--- src/rtl/alu_issue_ctrl_pkg.sv ---
// Shared definitions for the ALU issue controller: word size, op codes,
// instruction field positions and controller state encodings.
package alu_issue_ctrl_pkg;

    localparam int WORDSIZE = 16;
    localparam int NREGS    = 4;

    typedef enum logic [1:0] {
        OP_ADD = 2'b00,
        OP_SUB = 2'b01,
        OP_AND = 2'b10,
        OP_OR  = 2'b11
    } op_t;

    // Instruction layout: [7:6] op, [5:4] rd, [3:2] rs1, [1:0] rs2
    localparam int OP_HI  = 7;
    localparam int OP_LO  = 6;
    localparam int RD_HI  = 5;
    localparam int RD_LO  = 4;
    localparam int RS1_HI = 3;
    localparam int RS1_LO = 2;
    localparam int RS2_HI = 1;
    localparam int RS2_LO = 0;

    typedef enum logic [1:0] {
        ST_IDLE = 2'b00,
        ST_READ = 2'b01,
        ST_EXEC = 2'b10,
        ST_WB   = 2'b11
    } state_t;

endpackage

--- src/rtl/alu_issue_ctrl_regfile.sv ---
// 4-entry register file: two combinational read ports, two write ports where
// port 0 (write-back) beats port 1 (external load) on an address collision.
module alu_issue_ctrl_regfile
    import alu_issue_ctrl_pkg::*;
#(
    parameter int WIDTH = WORDSIZE
) (
    input  logic             clk,
    input  logic             rst_n,
    input  logic [1:0]       rd_addr0,
    output logic [WIDTH-1:0] rd_data0,
    input  logic [1:0]       rd_addr1,
    output logic [WIDTH-1:0] rd_data1,
    input  logic             wr_en0,
    input  logic [1:0]       wr_addr0,
    input  logic [WIDTH-1:0] wr_data0,
    input  logic             wr_en1,
    input  logic [1:0]       wr_addr1,
    input  logic [WIDTH-1:0] wr_data1
);

    logic [WIDTH-1:0] regs [NREGS];

    for (genvar gi = 0; gi < NREGS; gi++) begin : g_entry
        localparam logic [1:0] IDX = 2'(gi);
        logic [WIDTH-1:0] entry_reg;

        always_ff @(posedge clk or negedge rst_n) begin
            if (!rst_n) begin
                entry_reg <= '0;
            end else if (wr_en0 && (wr_addr0 == IDX)) begin
                entry_reg <= wr_data0;
            end else if (wr_en1 && (wr_addr1 == IDX)) begin
                entry_reg <= wr_data1;
            end
        end

        assign regs[gi] = entry_reg;
    end

    assign rd_data0 = regs[rd_addr0];
    assign rd_data1 = regs[rd_addr1];

endmodule

--- src/rtl/alu_issue_ctrl.sv ---
// Issue controller for an external combinational ALU: accepts an instruction,
// reads operands, presents them to the ALU, captures and writes back the result.
module alu_issue_ctrl
    import alu_issue_ctrl_pkg::*;
#(
    parameter int WIDTH = WORDSIZE,
    parameter int NREGS = 4
) (
    input  logic             clk,
    input  logic             rst_n,
    input  logic             instr_valid,
    output logic             instr_ready,
    input  logic [7:0]       instr,
    input  logic             ext_wr_en,
    input  logic [1:0]       ext_wr_addr,
    input  logic [WIDTH-1:0] ext_wr_data,
    output logic [WIDTH-1:0] alu_a,
    output logic [WIDTH-1:0] alu_b,
    output logic [1:0]       alu_s,
    input  logic [WIDTH-1:0] alu_y,
    output logic             res_valid,
    output logic [WIDTH-1:0] res_data,
    output logic [1:0]       res_rd
);

    state_t           state_reg;
    logic [7:0]       instr_reg;
    logic [WIDTH-1:0] rs1_data;
    logic [WIDTH-1:0] rs2_data;
    logic             wb_en;

    assign instr_ready = (state_reg == ST_IDLE);
    assign wb_en       = (state_reg == ST_WB);

    alu_issue_ctrl_regfile #(
        .WIDTH (WIDTH)
    ) u_regfile (
        .clk      (clk),
        .rst_n    (rst_n),
        .rd_addr0 (instr_reg[RS1_HI:RS1_LO]),
        .rd_data0 (rs1_data),
        .rd_addr1 (instr_reg[RS2_HI:RS2_LO]),
        .rd_data1 (rs2_data),
        .wr_en0   (wb_en),
        .wr_addr0 (res_rd),
        .wr_data0 (res_data),
        .wr_en1   (ext_wr_en),
        .wr_addr1 (ext_wr_addr),
        .wr_data1 (ext_wr_data)
    );

    // ALU operands move only on the READ edge so they stay stable through EXEC and WB
    always_ff @(posedge clk or negedge rst_n) begin
        if (!rst_n) begin
            state_reg <= ST_IDLE;
            instr_reg <= '0;
            alu_a     <= '0;
            alu_b     <= '0;
            alu_s     <= '0;
            res_data  <= '0;
            res_rd    <= '0;
            res_valid <= 1'b0;
        end else begin
            case (state_reg)
                ST_IDLE: begin
                    if (instr_valid) begin
                        instr_reg <= instr;
                        state_reg <= ST_READ;
                    end
                end
                ST_READ: begin
                    alu_a     <= rs1_data;
                    alu_b     <= rs2_data;
                    alu_s     <= instr_reg[OP_HI:OP_LO];
                    state_reg <= ST_EXEC;
                end
                ST_EXEC: begin
                    res_data  <= alu_y;
                    res_rd    <= instr_reg[RD_HI:RD_LO];
                    res_valid <= 1'b1;
                    state_reg <= ST_WB;
                end
                ST_WB: begin
                    res_valid <= 1'b0;
                    state_reg <= ST_IDLE;
                end
                default: begin
                    res_valid <= 1'b0;
                    state_reg <= ST_IDLE;
                end
            endcase
        end
    end

endmodule

--- config.mk ---
export PLATFORM = sky130hd
export DESIGN_NAME = alu_issue_ctrl
export DESIGN_NICKNAME = d
export VERILOG_FILES = /design/src/rtl/alu_issue_ctrl_pkg.sv /design/src/rtl/alu_issue_ctrl_regfile.sv /design/src/rtl/alu_issue_ctrl.sv
export SDC_FILE = /design/constraint.sdc
export NUM_CORES = 1
export LEC_CHECK = 0
export ABC_AREA = 1
export BUFFER_PORTS_ARGS = -buffer_cell sky130_fd_sc_hd__buf_2
export CAP_MARGIN = 10
export CORE_MARGIN = 2
export CORE_UTILIZATION = 50
export CTS_CLUSTER_DIAMETER = 80
export DETAILED_ROUTE_END_ITERATION = 10
export GPL_ROUTABILITY_DRIVEN = 0
export PLACE_DENSITY = 0.71
export SLEW_MARGIN = 20
export SYNTH_ARGS = -nofsm -noshare
export SYNTH_HDL_FRONTEND = slang
export SYNTH_HIERARCHICAL = 1
export SYNTH_SLANG_ARGS = --single-unit
--- constraint.sdc ---
create_clock -name clk -period 3.04 [get_ports clk]
set_input_delay 0.152 -clock clk [delete_from_list [all_inputs] [get_ports clk]]
set_output_delay 0.152 -clock clk [all_outputs]
set_load 0.02 [all_outputs]
==> results_dict.tcl <==
set metrics [dict create \
    status "finished clean" \
    synth_edf_count 0 \
    r2r-start "res_rd[1]" \
    fmax_mhz 498 \
    grt_pass1_vias 5930 \
    worst_path_most_repeated_cell "nand2_1" \
    synth_top_area_share_pct 46.2 \
    end_kind "flop" \
    yosysMostFrequentCell "nand2_1" \
    first_iter_violations 723 \
    tns_ps 0 \
    vdd_drop_max_uv 455 \
    cp_cell_sequence "nor2_8, nand2_1, buf_4, nand2_2, inv_2, nand2_1, nand2_1" \
    syn_nets 971 \
    synth_common_cells "nand2_1, nand3_1, dfrtp_1" \
    critPathLaunchType "flop" \
    syn_area_sq_um 6870 \
    place_hpwl_mm 12.9 \
    wl_per_cell_um 15.4 \
    cts_buffers 17 \
    synthArstFlopShare_pct 100 \
    power_density_nw_per_um2 1120 \
    clkSinkCount 127 \
    finalMaxSlewViolations 0 \
    cts_tree "done" \
    path_class "reg -> reg" \
    final.min_clock_period_ps 2010 \
    tightest_slew_ps 942 \
    drc 0 \
    yosysWarnings 6 \
    synth_area_leaders "dfrtp_1, nand2_1, nand3_1, o21ai_0, inv_1" \
    setup_viol 0 \
    avgSynthCellArea_sq_um 7.49 \
    cp.required_ps 3390 \
    max_cap_viol_count 0 \
    num-nets-final 1064 \
    ys.flop_type "dfrtp_1" \
    power_mw 9.23 \
    die_h_um 121 \
    fin_skew_ps 8.57 \
    yosysTopAreaCell "dfrtp_1" \
    port_buffers 99 \
    grtUsageTotal_pct 26.7 \
    slowest_delay_ps 770 \
    drive_gt1_share_pct 15.7 \
    yosysUniqueCellTypes 22 \
    die_area_sq_um 14700 \
    area_delta_synth_final_pct 19.8 \
    vias_per_cell 5.41 \
    dp_slack_ps 1060 \
    crit_end "u_regfile/g_entry[0].entry_reg[7]" \
    cp_slowest_cell "dfrtp_1" \
    antennaDiodeCount 0 \
    clock_path_buffers 2 \
    grt_max_degree 69 \
    synth_seq_cells 127 \
    coreArea_sq_um 13300 \
    reg2reg_depth 7 \
    syn_inst 918 \
    wl_mm 18.4 \
    first_pass_iters 5 \
    clk_latency_ps 420 \
    clk_pin_slew_worst_paths_ps 50 \
    vias 6476 \
    cts_setup_buffers 0 \
    hp-class "in -> reg" \
    r2r_end "u_regfile/g_entry[0].entry_reg[7]" \
    chipWidth_um 121 \
    layout_setup_ws_ps 1030 \
    initial_core_util_pct 51.5 \
    antenna_left 0 \
    arrival_ps 2360 \
    io_pins 100 \
    row_count 42 \
    critPathMaxFanout 21 \
    crit_start "res_rd[1]" \
    rsz0062_at_grt "false" \
    hold_viol_final 0 \
    ys_seq_area_share_pct 46.2 \
    grt_first_pass_wirelength_mm 30.7 \
    finalCritPeriodShare_pct 66.1 \
    antenna_found_initial 0 \
    htreeDepth 4 \
    utilization_pct 61.7 \
    cts_root_buf "clkbuf_16" \
    largest_register_ffs 64 \
    slew_headroom_pct 37.2 \
    overflow 0 \
    reg2reg_slack_ps 1030 \
    power_leakage_nw 4.19 \
]
[timing repair]
item | 4_1_cts | 5_1_grt
hold endpoints to repair | 63 | 0
hold buffers | 25 | 0
resized for setup | 0 | 0
[cells in the final DEF (no fill, tap or decap)]
| master | count |
|---|---|
| buf_12 | 1 |
| buf_2 | 98 |
| buf_4 | 14 |
| bufinv_16 | 3 |
| clkbuf_1 | 1 |
| clkbuf_16 | 17 |
| clkbuf_8 | 4 |
| clkinv_1 | 1 |
| clkinv_2 | 4 |
| dfrtp_1 | 127 |
| dlygate4sd3_1 | 25 |
| ha_1 | 5 |
| ha_2 | 1 |
| ha_4 | 1 |
| inv_1 | 90 |
| inv_2 | 5 |
| inv_4 | 2 |
| nand2_1 | 219 |
| nand2_2 | 4 |
| nand3_1 | 130 |
| nand3_2 | 5 |
| nand4_1 | 48 |
| nor2_1 | 66 |
| nor2_8 | 1 |
| o21ai_0 | 112 |
| o21ai_1 | 4 |
| o21bai_1 | 1 |
| o22ai_1 | 32 |
[worst min-delay path by stage]
stage,from,endpoint,cells after the start
global placement,rst_n,u_regfile/g_entry[3].entry_reg[14],1
CTS,ext_wr_data[11],u_regfile/g_entry[2].entry_reg[11],3
detailed placement,rst_n,u_regfile/g_entry[2].entry_reg[12],1
finish,ext_wr_data[11],u_regfile/g_entry[2].entry_reg[11],3
floorplan,rst_n,alu_a[0],0
global route,ext_wr_data[11],u_regfile/g_entry[2].entry_reg[11],3
[routing by layer]
| metal | GRT usage [%] | up-vias | part of all wire, % |
|---|---|---|---|
| li1 | - | 3226 | - |
| met1 | 41.1 | 2952 | 49 |
| met2 | 36.7 | 280 | 42 |
| met3 | 7.14 | 18 | 8.6 |
| met4 | 7.61 | 0 | 0.91 |
| met5 | 0 | - | 0 |
[worst max-delay path, delay by kind of cell, from the launching register on]
family        cells  cell delay [ps]
flops             1              770
buf+inv           2              500
simple gates      5              630
[cells by family (layout without fill, tap and decap cells)]
| kind of cell | Yosys count | count (layout) | share of synthesized area (%) |
|---|---|---|---|
| buffers and inverters | 162 | 265 | 10.2 |
| flip-flops | 127 | 127 | 46.2 |
| AO/OA/AOI/OAI | 149 | 149 | 11.5 |
| adder cells (fa/ha/maj) | 7 | 7 | 1.27 |
| AND/OR/NAND/NOR | 473 | 473 | 30.8 |
[metrics by stage]
| step | hold WS [ps] | instance area, sq um | cells |
|---|---|---|---|
| 5_1_grt | 42.3 | 8240 | 1197 |
| 2_1_floorplan | -144 | 6870 | 918 |
| 3_5_place_dp | 185 | 7380 | 1143 |
| 6_report | 16.4 | 8240 | 1197 |
| 4_1_cts | 6.60 | 8230 | 1197 |
| 3_3_place_gp | 178 | 7380 | 1143 |
[where the power goes]
group / leakage, nW / internal [mW] / total (mW) / switching, mW
logic: 2.31 / 1.32 / 3.97 / 2.65
registers: 1.58 / 2.50 / 3.21 / 0.714
clock network: 0.297 / 1.35 / 2.05 / 0.695
[cell type report]
type,count,area (sq um)
sequential,127,3180
tap,176,220
multi-input combinational,629,3010
fill,1229,5110
timing repair buffer,138,866
clock buffer,22,484
inverter,98,373
clock inverter,7,110
(Power assumes the default switching activity.)
